--- config.mk ---
export PLATFORM = sky130hd
export DESIGN_NAME = mem_access_unit_flat
export DESIGN_NICKNAME = d
export VERILOG_FILES = /design/src/rtl/mem_access_unit_if.sv /design/src/rtl/mem_access_unit.sv /design/src/flat_wrapper.sv
export SDC_FILE = /design/constraint.sdc
export NUM_CORES = 1
export LEC_CHECK = 0
export ABC_AREA = 1
export ABC_CLOCK_PERIOD_IN_PS = 3200
export CORE_MARGIN = 3
export CORE_UTILIZATION = 45
export DETAILED_ROUTE_END_ITERATION = 16
export GPL_TIMING_DRIVEN = 0
export HOLD_SLACK_MARGIN = 0.1
export PLACE_DENSITY = 0.81
export SLEW_MARGIN = 20
export SYNTH_ARGS = -nofsm -noshare
export SYNTH_HDL_FRONTEND = slang
export SYNTH_SLANG_ARGS = --single-unit
--- constraint.sdc ---
create_clock -name clk -period 3.2 [get_ports clk]
set_input_delay 0.64 -clock clk [delete_from_list [all_inputs] [get_ports clk]]
set_output_delay 0.64 -clock clk [all_outputs]
set_load 0.05 [all_outputs]
--- src/rtl/mem_access_unit_if.sv ---
// Single-beat data-memory bus between the MEM-stage access unit (master)
// and the data memory (slave).
interface mem_access_unit_if;
  logic        dmem_req;
  logic        dmem_we;
  logic [63:0] dmem_addr;
  logic [63:0] dmem_wdata;
  logic [7:0]  dmem_wstrb;
  logic        dmem_ack;
  logic [63:0] dmem_rdata;

  modport master (
    output dmem_req, dmem_we, dmem_addr, dmem_wdata, dmem_wstrb,
    input  dmem_ack, dmem_rdata
  );

  modport slave (
    input  dmem_req, dmem_we, dmem_addr, dmem_wdata, dmem_wstrb,
    output dmem_ack, dmem_rdata
  );
endinterface

--- src/rtl/mem_access_unit.sv ---
// MEM-stage load/store unit: checks alignment, drives a request/ack bus with
// a bounded wait, and formats load data for the MEM/WB register.
module mem_access_unit #(
  parameter int TIMEOUT = 64
) (
  input  logic              clk,
  input  logic              reset,
  input  logic              mem_read,
  input  logic              mem_write,
  input  logic [2:0]        funct3,
  input  logic [63:0]       addr,
  input  logic [63:0]       wdata,
  mem_access_unit_if.master bus,
  output logic [63:0]       data,
  output logic              stall,
  output logic              misaligned,
  output logic              bus_err
);
  localparam int CNT_W = (TIMEOUT > 1) ? $clog2(TIMEOUT) : 1;
  localparam logic [CNT_W-1:0] CNT_LAST = CNT_W'(TIMEOUT - 1);

  typedef enum logic [1:0] {
    IDLE = 2'd0,
    REQ  = 2'd1,
    DONE = 2'd2
  } state_t;

  state_t           state_r;
  logic [CNT_W-1:0] cnt_r;
  logic             req_r;
  logic             we_r;
  logic [63:0]      addr_r;
  logic [63:0]      wdata_r;
  logic [7:0]       wstrb_r;
  logic [2:0]       funct3_r;
  logic [2:0]       off_r;
  logic             is_load_r;
  logic [63:0]      data_r;
  logic             misaligned_r;
  logic             bus_err_r;
  logic             stall_s;
  logic             access_s;
  logic             store_s;
  logic             misal_s;

  // funct3[1:0] encodes the access size for every code, 111 included.
  function automatic logic is_misaligned_f(input logic [2:0] f3, input logic [2:0] o);
    case (f3[1:0])
      2'b00:   is_misaligned_f = 1'b0;
      2'b01:   is_misaligned_f = o[0];
      2'b10:   is_misaligned_f = |o[1:0];
      2'b11:   is_misaligned_f = |o;
      default: is_misaligned_f = 1'b0;
    endcase
  endfunction

  function automatic logic [7:0] strobe_f(input logic [2:0] f3, input logic [2:0] o);
    case (f3[1:0])
      2'b00:   strobe_f = 8'h01 << o;
      2'b01:   strobe_f = 8'h03 << o;
      2'b10:   strobe_f = 8'h0F << o;
      2'b11:   strobe_f = 8'hFF;
      default: strobe_f = 8'h00;
    endcase
  endfunction

  function automatic logic [63:0] replicate_f(input logic [2:0] f3, input logic [63:0] wd);
    case (f3[1:0])
      2'b00:   replicate_f = {8{wd[7:0]}};
      2'b01:   replicate_f = {4{wd[15:0]}};
      2'b10:   replicate_f = {2{wd[31:0]}};
      2'b11:   replicate_f = wd;
      default: replicate_f = 64'd0;
    endcase
  endfunction

  function automatic logic [63:0] load_fmt_f(input logic [2:0] f3, input logic [2:0] o,
                                             input logic [63:0] rd);
    logic [31:0] lo;
    lo = 32'(rd >> {o, 3'b000});
    case (f3)
      3'b000:  load_fmt_f = {{56{lo[7]}}, lo[7:0]};
      3'b001:  load_fmt_f = {{48{lo[15]}}, lo[15:0]};
      3'b010:  load_fmt_f = {{32{lo[31]}}, lo[31:0]};
      3'b100:  load_fmt_f = {56'd0, lo[7:0]};
      3'b101:  load_fmt_f = {48'd0, lo[15:0]};
      3'b110:  load_fmt_f = {32'd0, lo[31:0]};
      default: load_fmt_f = rd;
    endcase
  endfunction

  // A simultaneous read and write is performed as a load only.
  assign access_s = mem_read | mem_write;
  assign store_s  = mem_write & ~mem_read;
  assign misal_s  = is_misaligned_f(funct3, addr[2:0]);

  // Stall decode: held through detect and wait cycles, released in DONE.
  always_comb begin
    stall_s = 1'b0;
    if (!reset) begin
      stall_s = 1'b0;
    end else begin
      case (state_r)
        IDLE:    stall_s = access_s;
        REQ:     stall_s = 1'b1;
        DONE:    stall_s = 1'b0;
        default: stall_s = 1'b0;
      endcase
    end
  end

  // Access sequencer with registered bus, result and fault outputs.
  always_ff @(posedge clk) begin
    if (!reset) begin
      state_r      <= IDLE;
      cnt_r        <= '0;
      req_r        <= 1'b0;
      we_r         <= 1'b0;
      addr_r       <= 64'd0;
      wdata_r      <= 64'd0;
      wstrb_r      <= 8'h00;
      funct3_r     <= 3'b000;
      off_r        <= 3'b000;
      is_load_r    <= 1'b0;
      data_r       <= 64'd0;
      misaligned_r <= 1'b0;
      bus_err_r    <= 1'b0;
    end else begin
      case (state_r)
        IDLE: begin
          misaligned_r <= 1'b0;
          bus_err_r    <= 1'b0;
          if (access_s && misal_s) begin
            misaligned_r <= 1'b1;
            data_r       <= 64'd0;
            state_r      <= DONE;
          end else if (access_s) begin
            req_r     <= 1'b1;
            we_r      <= store_s;
            addr_r    <= {addr[63:3], 3'b000};
            wdata_r   <= replicate_f(funct3, wdata);
            wstrb_r   <= store_s ? strobe_f(funct3, addr[2:0]) : 8'h00;
            funct3_r  <= funct3;
            off_r     <= addr[2:0];
            is_load_r <= mem_read;
            cnt_r     <= '0;
            state_r   <= REQ;
          end else begin
            state_r <= IDLE;
          end
        end
        REQ: begin
          if (bus.dmem_ack) begin
            req_r   <= 1'b0;
            we_r    <= 1'b0;
            state_r <= DONE;
            if (is_load_r) begin
              data_r <= load_fmt_f(funct3_r, off_r, bus.dmem_rdata);
            end else begin
              data_r <= data_r;
            end
          end else if (cnt_r == CNT_LAST) begin
            req_r     <= 1'b0;
            we_r      <= 1'b0;
            bus_err_r <= 1'b1;
            data_r    <= 64'd0;
            state_r   <= DONE;
          end else begin
            cnt_r <= cnt_r + CNT_W'(1);
          end
        end
        DONE: begin
          misaligned_r <= 1'b0;
          bus_err_r    <= 1'b0;
          state_r      <= IDLE;
        end
        default: begin
          req_r   <= 1'b0;
          we_r    <= 1'b0;
          state_r <= IDLE;
        end
      endcase
    end
  end

  assign bus.dmem_req   = req_r;
  assign bus.dmem_we    = we_r;
  assign bus.dmem_addr  = addr_r;
  assign bus.dmem_wdata = wdata_r;
  assign bus.dmem_wstrb = wstrb_r;
  assign data           = data_r;
  assign stall          = stall_s;
  assign misaligned     = misaligned_r;
  assign bus_err        = bus_err_r;
endmodule

--- src/flat_wrapper.sv ---
// flat-port wrapper written by rule: the top's interface ports become plain ports
module mem_access_unit_flat 
#(
  parameter int TIMEOUT = 64
)
  (clk, reset, mem_read, mem_write, funct3, addr, wdata, data, stall, misaligned, bus_err, bus_dmem_req, bus_dmem_we, bus_dmem_addr, bus_dmem_wdata, bus_dmem_wstrb, bus_dmem_ack, bus_dmem_rdata);
  mem_access_unit_if bus_i ();
  input  logic clk;
  input  logic reset;
  input  logic mem_read;
  input  logic mem_write;
  input  logic [2:0] funct3;
  input  logic [63:0] addr;
  input  logic [63:0] wdata;
  output logic [63:0] data;
  output logic stall;
  output logic misaligned;
  output logic bus_err;
  output wire logic [$bits(bus_i.dmem_req)-1:0] bus_dmem_req;
  output wire logic [$bits(bus_i.dmem_we)-1:0] bus_dmem_we;
  output wire logic [$bits(bus_i.dmem_addr)-1:0] bus_dmem_addr;
  output wire logic [$bits(bus_i.dmem_wdata)-1:0] bus_dmem_wdata;
  output wire logic [$bits(bus_i.dmem_wstrb)-1:0] bus_dmem_wstrb;
  input wire logic [$bits(bus_i.dmem_ack)-1:0] bus_dmem_ack;
  input wire logic [$bits(bus_i.dmem_rdata)-1:0] bus_dmem_rdata;
  assign bus_dmem_req = bus_i.dmem_req;
  assign bus_dmem_we = bus_i.dmem_we;
  assign bus_dmem_addr = bus_i.dmem_addr;
  assign bus_dmem_wdata = bus_i.dmem_wdata;
  assign bus_dmem_wstrb = bus_i.dmem_wstrb;
  assign bus_i.dmem_ack = bus_dmem_ack;
  assign bus_i.dmem_rdata = bus_dmem_rdata;
  mem_access_unit #(.TIMEOUT(TIMEOUT)) u_core (.clk(clk), .reset(reset), .mem_read(mem_read), .mem_write(mem_write), .funct3(funct3), .addr(addr), .wdata(wdata), .bus(bus_i), .data(data), .stall(stall), .misaligned(misaligned), .bus_err(bus_err));
endmodule
==> results of run 1 <==
==> what timing repair did <==
item                                    4_1_cts  5_1_grt
hold endpoints to repair                      0        0
resized for setup                             9        9
pin swaps                                     1        1
endpoints found under the setup margin      207      169
buffers inserted                              2        1
gates cloned                                  0        0
==> placed cells by master (no fill, tap or decap), types with 26 or more instances in the layout <==
master,count
a21oi_1,134
a31oi_1,26
buf_2,42
clkbuf_1,58
clkdlybuf4s50_1,400
dfxtp_1,216
inv_1,44
nand2_1,501
nand3_1,160
nor2_1,281
o21ai_0,157
==> cells by family after synthesis <==
kind of cell | share of synthesized area (%)
other | 0.0344
buffers and inverters | 7.04
adder cells (fa/ha/maj) | 0.574
AO/OA/AOI/OAI | 16.6
XOR/XNOR | 0.0804
AND/OR/NAND/NOR | 36.0
flip-flops | 39.7
==> power by group <==
part           internal, mW  total (mW)  switching [mW]
combinational          1.17        3.69            2.52
sequential             2.96        3.13           0.167
clock                  1.51        2.65            1.14
==> layer usage <==
layer	up-vias	wire length [um]	GRT usage (%)
met5	-	0	0
met4	0	2990	17.7
met3	181	5510	8.82
met2	901	25100	66.5
met1	6571	20700	48.2
li1	6424	-	-
==> worst reg2reg max path, stage by stage, from the launching register on <==
cell	delay (ns)
dfxtp_1	0.35
nand2_1	0.16
inv_1	0.17
a21oi_1	0.16
nand3_1	0.12
nand2_1	0.28
nand3_1	0.40
buf_2	0.32
nand2_1	0.10
a21oi_1	0.06
==> registers in the layout, indices dropped and copies added (netlist names) <==
register	count
u_core.funct3_r	3
u_core.bus_err	1
u_core.data	64
u_core.is_load_r	1
u_core.state_r	2
u_core.off_r	3
u_core.bus.dmem_addr	61
u_core.cnt_r	6
u_core.bus.dmem_we	1
u_core.bus.dmem_wdata	64
u_core.misaligned	1
u_core.bus.dmem_wstrb	8
u_core.bus.dmem_req	1
==> metrics by stage <==
step | TNS, ns | instance area (um2) | hold WS [ns] | instances | utilization (%)
after floorplan | 0 | 10900 | 0.444 | 1705 | -
after global placement | -154.94 | 15300 | 0.449 | 2425 | 64.9
after detailed placement | -166.94 | 15300 | 0.455 | 2425 | 64.9
after CTS | 0 | 16100 | 0.465 | 2468 | 68.2
after global routing | 0 | 16100 | 0.473 | 2473 | 68.4
final | 0 | 16100 | 0.463 | 2473 | 68.4
==> worst min path at each step <==
stage                              startpoint                        end  slack, ns  depth (start not counted)
floorplan                    u_core.is_load_r           u_core.is_load_r       0.44                          2
global placement    u_core.bus.dmem_wdata[22]  u_core.bus.dmem_wdata[22]       0.45                          2
detailed placement            u_core.data[30]            u_core.data[30]       0.45                          2
CTS                           u_core.data[19]            u_core.data[19]       0.46                          2
global route         u_core.bus.dmem_wdata[3]   u_core.bus.dmem_wdata[3]       0.47                          2
finish                        u_core.data[19]            u_core.data[19]       0.46                          2
==> area by class of cell <==
| type | count | area (um2) | share of cell area [%] |
|---|---|---|---|
| clock buffer | 39 | 707 | 4.38 |
| multi-input combinational | 1317 | 5820 | 36.1 |
| buffer | 120 | 584 | 3.62 |
| sequential | 216 | 4320 | 26.8 |
| timing repair buffer | 404 | 4060 | 25.2 |
| antenna | 4 | 10.0 | 0.0620 |
| clock inverter | 3 | 42.5 | 0.263 |
| inverter | 51 | 195 | 1.21 |
| tap | 319 | 399 | 2.47 |
==> flow_metrics.env, run 1 <==
export IMPL_n_fill_cell=1937
export IMPL_syn_inst=1703
export IMPL_cp_end_kind="register"
export IMPL_cp_required_ns=3.67
export IMPL_netlist_area_mm2=0.0109
export IMPL_hpwl_um=41600
export IMPL_die_area_mm2=0.0261
export IMPL_core_area_mm2=0.0236
export IMPL_clock_fmax_ghz=0.318
export IMPL_synth_edf_count=0
export IMPL_p_per_area_mw_per_mm2=586
export IMPL_cts_buffers=24
export IMPL_dp_slack_ns=-1.11
export IMPL_crit_reg2reg_launch="u_core.funct3_r[0]"
export IMPL_final_max_slew_viol_count=0
export IMPL_antenna_found_initial=4
export IMPL_cp_arrival_ns=3.61
export IMPL_min_period_over_period_pct=98.2
export IMPL_final_hold_violation_count=0
export IMPL_synth_top_area_share_pct=39.7
export IMPL_layout_drive_gt1_share_pct=6.09
export IMPL_worst_path_buf_inv=8
export IMPL_drt_iter0_drc=1509
export IMPL_insertion_delay_ns=0.54
export IMPL_r2r_end="u_core.data[41]"
export IMPL_finalPower_mw=9.47
export IMPL_yosys_warnings=0
export IMPL_ys_top_cells_by_area="dfxtp_1, nand2_1, nor2_1"
export IMPL_p_leak_nw=6.69
export IMPL_yosysTopAreaCell="dfxtp_1"
export IMPL_critPathKind="in2reg"
export IMPL_cts_path_max_buffers=3
export IMPL_slew_headroom_pct=50.6
export IMPL_wl_per_cell_um=22.0
export IMPL_avgSynthCellArea_um2=6.40
export IMPL_ff2ff_setup_slack_ns=0.93
export IMPL_portBuffers=401
export IMPL_cts_sinks=216
export IMPL_grt_pass1_vias=13608
export IMPL_path_delay_family="buffers and inverters"
export IMPL_initial_core_util_pct=46.2
export IMPL_synth_seq_cells=216
export IMPL_setup_viol=0
export IMPL_clkTransAtPathRegs_ns=0.06
export IMPL_crit_end="u_core.bus.dmem_wdata[62]"
export IMPL_synthToLayoutAreaGrowth_pct=48.1
export IMPL_max_stage_delay_ns=0.51
export IMPL_async_flop_share_pct=0
export IMPL_pin_count=405
export IMPL_maxCapViolations=0
export IMPL_firstDrtPassIters=6
export IMPL_hp_class="reg2reg"
export IMPL_setup_slack_ns=0.0573
export IMPL_status="finished clean"
export IMPL_rows=56
export IMPL_ys_seq_area_share_pct=39.7
export IMPL_drc=0
export IMPL_grt_use_total_pct=39.4
export IMPL_finalCriticalPeriod_ns=3.14
export IMPL_r2r_cells=9
export IMPL_gr_total_overflow=0
export IMPL_grt_max_degree=14
export IMPL_root_buffer="clkbuf_16"
export IMPL_ir_drop_mv=0.607
export IMPL_crit_start="funct3[1]"
export IMPL_cts_hold_buffers=0
export IMPL_cp_depth=11
export IMPL_h_tree_depth=1
export IMPL_die_h_um=162
export IMPL_grt_pass1_wl_um=80100
export IMPL_place_congestion=1.07
export IMPL_rsz0062_at_grt="no"
export IMPL_synth_cell_types=36
export IMPL_critPathMaxFanout=10
export IMPL_worstMarginPinSlew_ns=0.742
export IMPL_slowest_stage="clkdlybuf4s50_1"
export IMPL_die_x_um=162
export IMPL_vias_per_cell=5.69
export IMPL_worstPathCellList="clkdlybuf4s50_1 > clkbuf_2 > clkbuf_2 > inv_1 > ha_1 > buf_2 > clkinvlp_4 > buf_2 > clkbuf_1 > nand2_1 > a31oi_1"
export IMPL_fin_nets=2339
export IMPL_vias=14077
export IMPL_synth_ff_type="dfxtp_1"
export IMPL_antenna_left=0
export IMPL_synth_common_cells="nand2_1, nor2_1, dfxtp_1, nand3_1, o21ai_0"
export IMPL_synth_most_common_cell="nand2_1"
export IMPL_fin_skew_ns=0.0198
export IMPL_cts_tree="done"
export IMPL_drt_wl_total_um=54300
export IMPL_cp_start_kind="input port"
(Power assumes the default switching activity.)
==> inputs of run 2 (changes only) <==
--- a/config.mk
+++ b/config.mk
@@ -5,14 +5,13 @@
 export SDC_FILE = /design/constraint.sdc
 export NUM_CORES = 1
 export LEC_CHECK = 0
-export ABC_AREA = 1
 export ABC_CLOCK_PERIOD_IN_PS = 3200
 export CORE_MARGIN = 3
 export CORE_UTILIZATION = 45
 export DETAILED_ROUTE_END_ITERATION = 16
 export GPL_TIMING_DRIVEN = 0
 export HOLD_SLACK_MARGIN = 0.1
-export PLACE_DENSITY = 0.81
+export PLACE_DENSITY = 0.82
 export SLEW_MARGIN = 20
 export SYNTH_ARGS = -nofsm -noshare
 export SYNTH_HDL_FRONTEND = slang
==> run 2 against run 1 <==
Critical path depth rose by 1; critical endpoint is now u_core.data[28]; register-to-register slack got worse by 0.38 ns; hold slack got worse by 0.010 ns; core utilization rose by 1.3 points; critical path type unchanged.
==> flow_metrics.env, run 2 <==
export IMPL_cts_tree="done"
export IMPL_cts_hold_buffers=0
export IMPL_wl_per_cell_um=23.4
export IMPL_synth_cell_types=60
export IMPL_n_fill_cell=1878
export IMPL_worstMarginPinSlew_ns=0.880
export IMPL_setup_viol=0
export IMPL_layout_common_cells="clkdlybuf4s50_1, nand2_1, dfxtp_1"
export IMPL_slew_headroom_pct=41.1
export IMPL_vias_per_cell=5.92
export IMPL_core_area_mm2=0.0230
export IMPL_grt_pass1_vias=11865
export IMPL_fin_nets=1865
export IMPL_portBuffers=401
export IMPL_final_max_slew_viol_count=0
export IMPL_ir_drop_mv=0.469
export IMPL_setup_slack_ns=0.0981
export IMPL_pin_count=405
export IMPL_utilization_pct=69.7
export IMPL_r2r_cells=8
export IMPL_critPathMaxFanout=10
export IMPL_avgSynthCellArea_um2=8.67
export IMPL_ys_top_cells_by_area="dfxtp_1, nand2_1, a21boi_0"
export IMPL_fin_cells=2001
export IMPL_grt_use_total_pct=34.8
export IMPL_ys_seq_area_share_pct=40.6
export IMPL_cpMostUsedCell="buf_2"
export IMPL_final_common_cell="clkdlybuf4s50_1"
export IMPL_fin_skew_ns=0.0153
export IMPL_rows=55
export IMPL_critPathKind="in2reg"
export IMPL_synthToLayoutAreaGrowth_pct=50.3
export IMPL_maxCapViolations=0
export IMPL_finalHoldWorstSlack_ns=0.453
export IMPL_cp_start_kind="input port"
export IMPL_synth_most_common_cell="nand2_1"
export IMPL_drt_iter0_drc=1026
export IMPL_grt_pass1_wl_um=70600
export IMPL_dp_slack_ns=-1.15
export IMPL_p_per_area_mw_per_mm2=553
export IMPL_p_leak_nw=6.00
export IMPL_cts_buffers=25
export IMPL_root_buffer="clkbuf_16"
export IMPL_max_stage_delay_ns=0.52
export IMPL_synth_ff_type="dfxtp_1"
export IMPL_syn_inst=1229
export IMPL_gr_total_overflow=0
export IMPL_async_flop_share_pct=0
export IMPL_insertion_delay_ns=0.53
export IMPL_worstPathCellList="clkdlybuf4s50_1 > buf_4 > clkbuf_8 > inv_1 > ha_1 > buf_2 > nor4_4 > a21oi_1 > o31a_1 > buf_2 > buf_2 > a22o_1"
export IMPL_initial_core_util_pct=46.4
export IMPL_synth_seq_cells=216
export IMPL_die_h_um=160
export IMPL_die_x_um=160
export IMPL_synth_edf_count=0
export IMPL_clock_fmax_ghz=0.322
export IMPL_whs_path_depth=1
export IMPL_place_congestion=1.02
export IMPL_cts_sinks=216
export IMPL_place_area_mm2=0.0151
export IMPL_cp_arrival_ns=3.52
export IMPL_drc=0
export IMPL_cp_required_ns=3.62
export IMPL_antenna_left=0
export IMPL_cp_end_kind="register"
export IMPL_final_cell_area_mm2=0.0160
export IMPL_drt_wl_total_um=46800
export IMPL_min_period_over_period_pct=96.9
export IMPL_vias=11847
export IMPL_die_area_mm2=0.0256
export IMPL_hpwl_um=35400
export IMPL_netlist_area_mm2=0.0107
export IMPL_dp_cells=1945
export IMPL_synth_common_cells="nand2_1, dfxtp_1, a21boi_0, clkbuf_1, mux2i_1"
export IMPL_grt_max_degree=13
export IMPL_layout_drive_gt1_share_pct=7.33
export IMPL_status="finished clean"
export IMPL_slowest_stage="clkdlybuf4s50_1"
export IMPL_yosysTopAreaCell="dfxtp_1"
export IMPL_final_hold_violation_count=0
export IMPL_hp_class="reg2reg"
export IMPL_clkTransAtPathRegs_ns=0.06
export IMPL_h_tree_depth=1
export IMPL_cts_path_max_buffers=3
export IMPL_synth_top_area_share_pct=40.6
export IMPL_yosys_warnings=0
export IMPL_firstDrtPassIters=6
export IMPL_antenna_found_initial=11
export IMPL_finalCriticalPeriod_ns=3.10
==> run 2: final cells by class <==
type	instances	area [um2]	share of cell area, %
multi-input cells	888	5850	36.5
flip-flops and latches	216	4320	27.0
repair buffers	402	4020	25.1
clock buffers	37	731	4.56
plain buffers	120	574	3.59
well taps	313	392	2.44
clock inverters	8	76.3	0.476
inverters	7	26.3	0.164
diodes	10	25.0	0.156
==> run 2: through the flow <==
| step | power (mW) | TNS [ns] |
|---|---|---|
| 3_5_place_dp | 5.97 | -209.16 |
| 4_1_cts | 8.80 | 0 |
| 5_1_grt | 9.16 | -0.147 |
| 2_1_floorplan | 4.83 | 0 |
| 3_3_place_gp | 5.94 | -197.86 |
| 6_report | 8.86 | 0 |
==> run 2: power by group <==
part           internal (mW)  total, mW  leakage [nW]  switching, mW
logic                   1.08       2.98          3.83           1.90
registers               2.91       3.03          1.77          0.125
clock network           1.66       2.85         0.402           1.18
total                   5.65       8.86          6.00           3.21
==> run 2: cells by family after synthesis <==
logic type / after synthesis / synth area share, %
AOI/OAI and AO/OA: 420 / 29.7
and+or+nand+nor: 380 / 15.5
DFF: 216 / 40.6
buffers and inverters: 127 / 5.14
muxes: 76 / 8.08
adders and majority gates: 5 / 0.587
xor gates and xnor gates: 4 / 0.329
other: 1 / 0.0352
==> run 2: repair_timing <==
item                                    in CTS  in global routing
gates resized for setup                     24                 22
hold endpoints to repair                     0                  0
endpoints found under the setup margin     212                181
setup buffers                                0                  1
==> run 2: worst max-delay path: cells and delay by family <==
kind                     cells  cell delay (ns)
AND/OR/NAND/NOR              1             0.32
AO/OA/AOI/OAI                3             0.64
buffers and inverters        7             1.67
adder cells (fa/ha/maj)      1             0.23
==> run 2: layer usage <==
metal	vias to the layer above	wire length, um	part of all wire (%)	track usage, %
met5	-	31	0.066	0
met4	4	2450	5.2	15.9
met3	164	4970	11	10.4
met2	749	21900	47	58.6
met1	5611	17400	37	40.9
li1	5319	-	-	-
==> run 2: path summary, 6_finish.rpt <==
check                         end            start  slack (ns)
setup / recovery  u_core.data[28]        funct3[1]         0.1
hold / removal    u_core.data[21]  u_core.data[21]        0.45
setup reg to reg  u_core.data[16]  u_core.off_r[0]        0.55
hold reg to reg   u_core.data[21]  u_core.data[21]        0.45
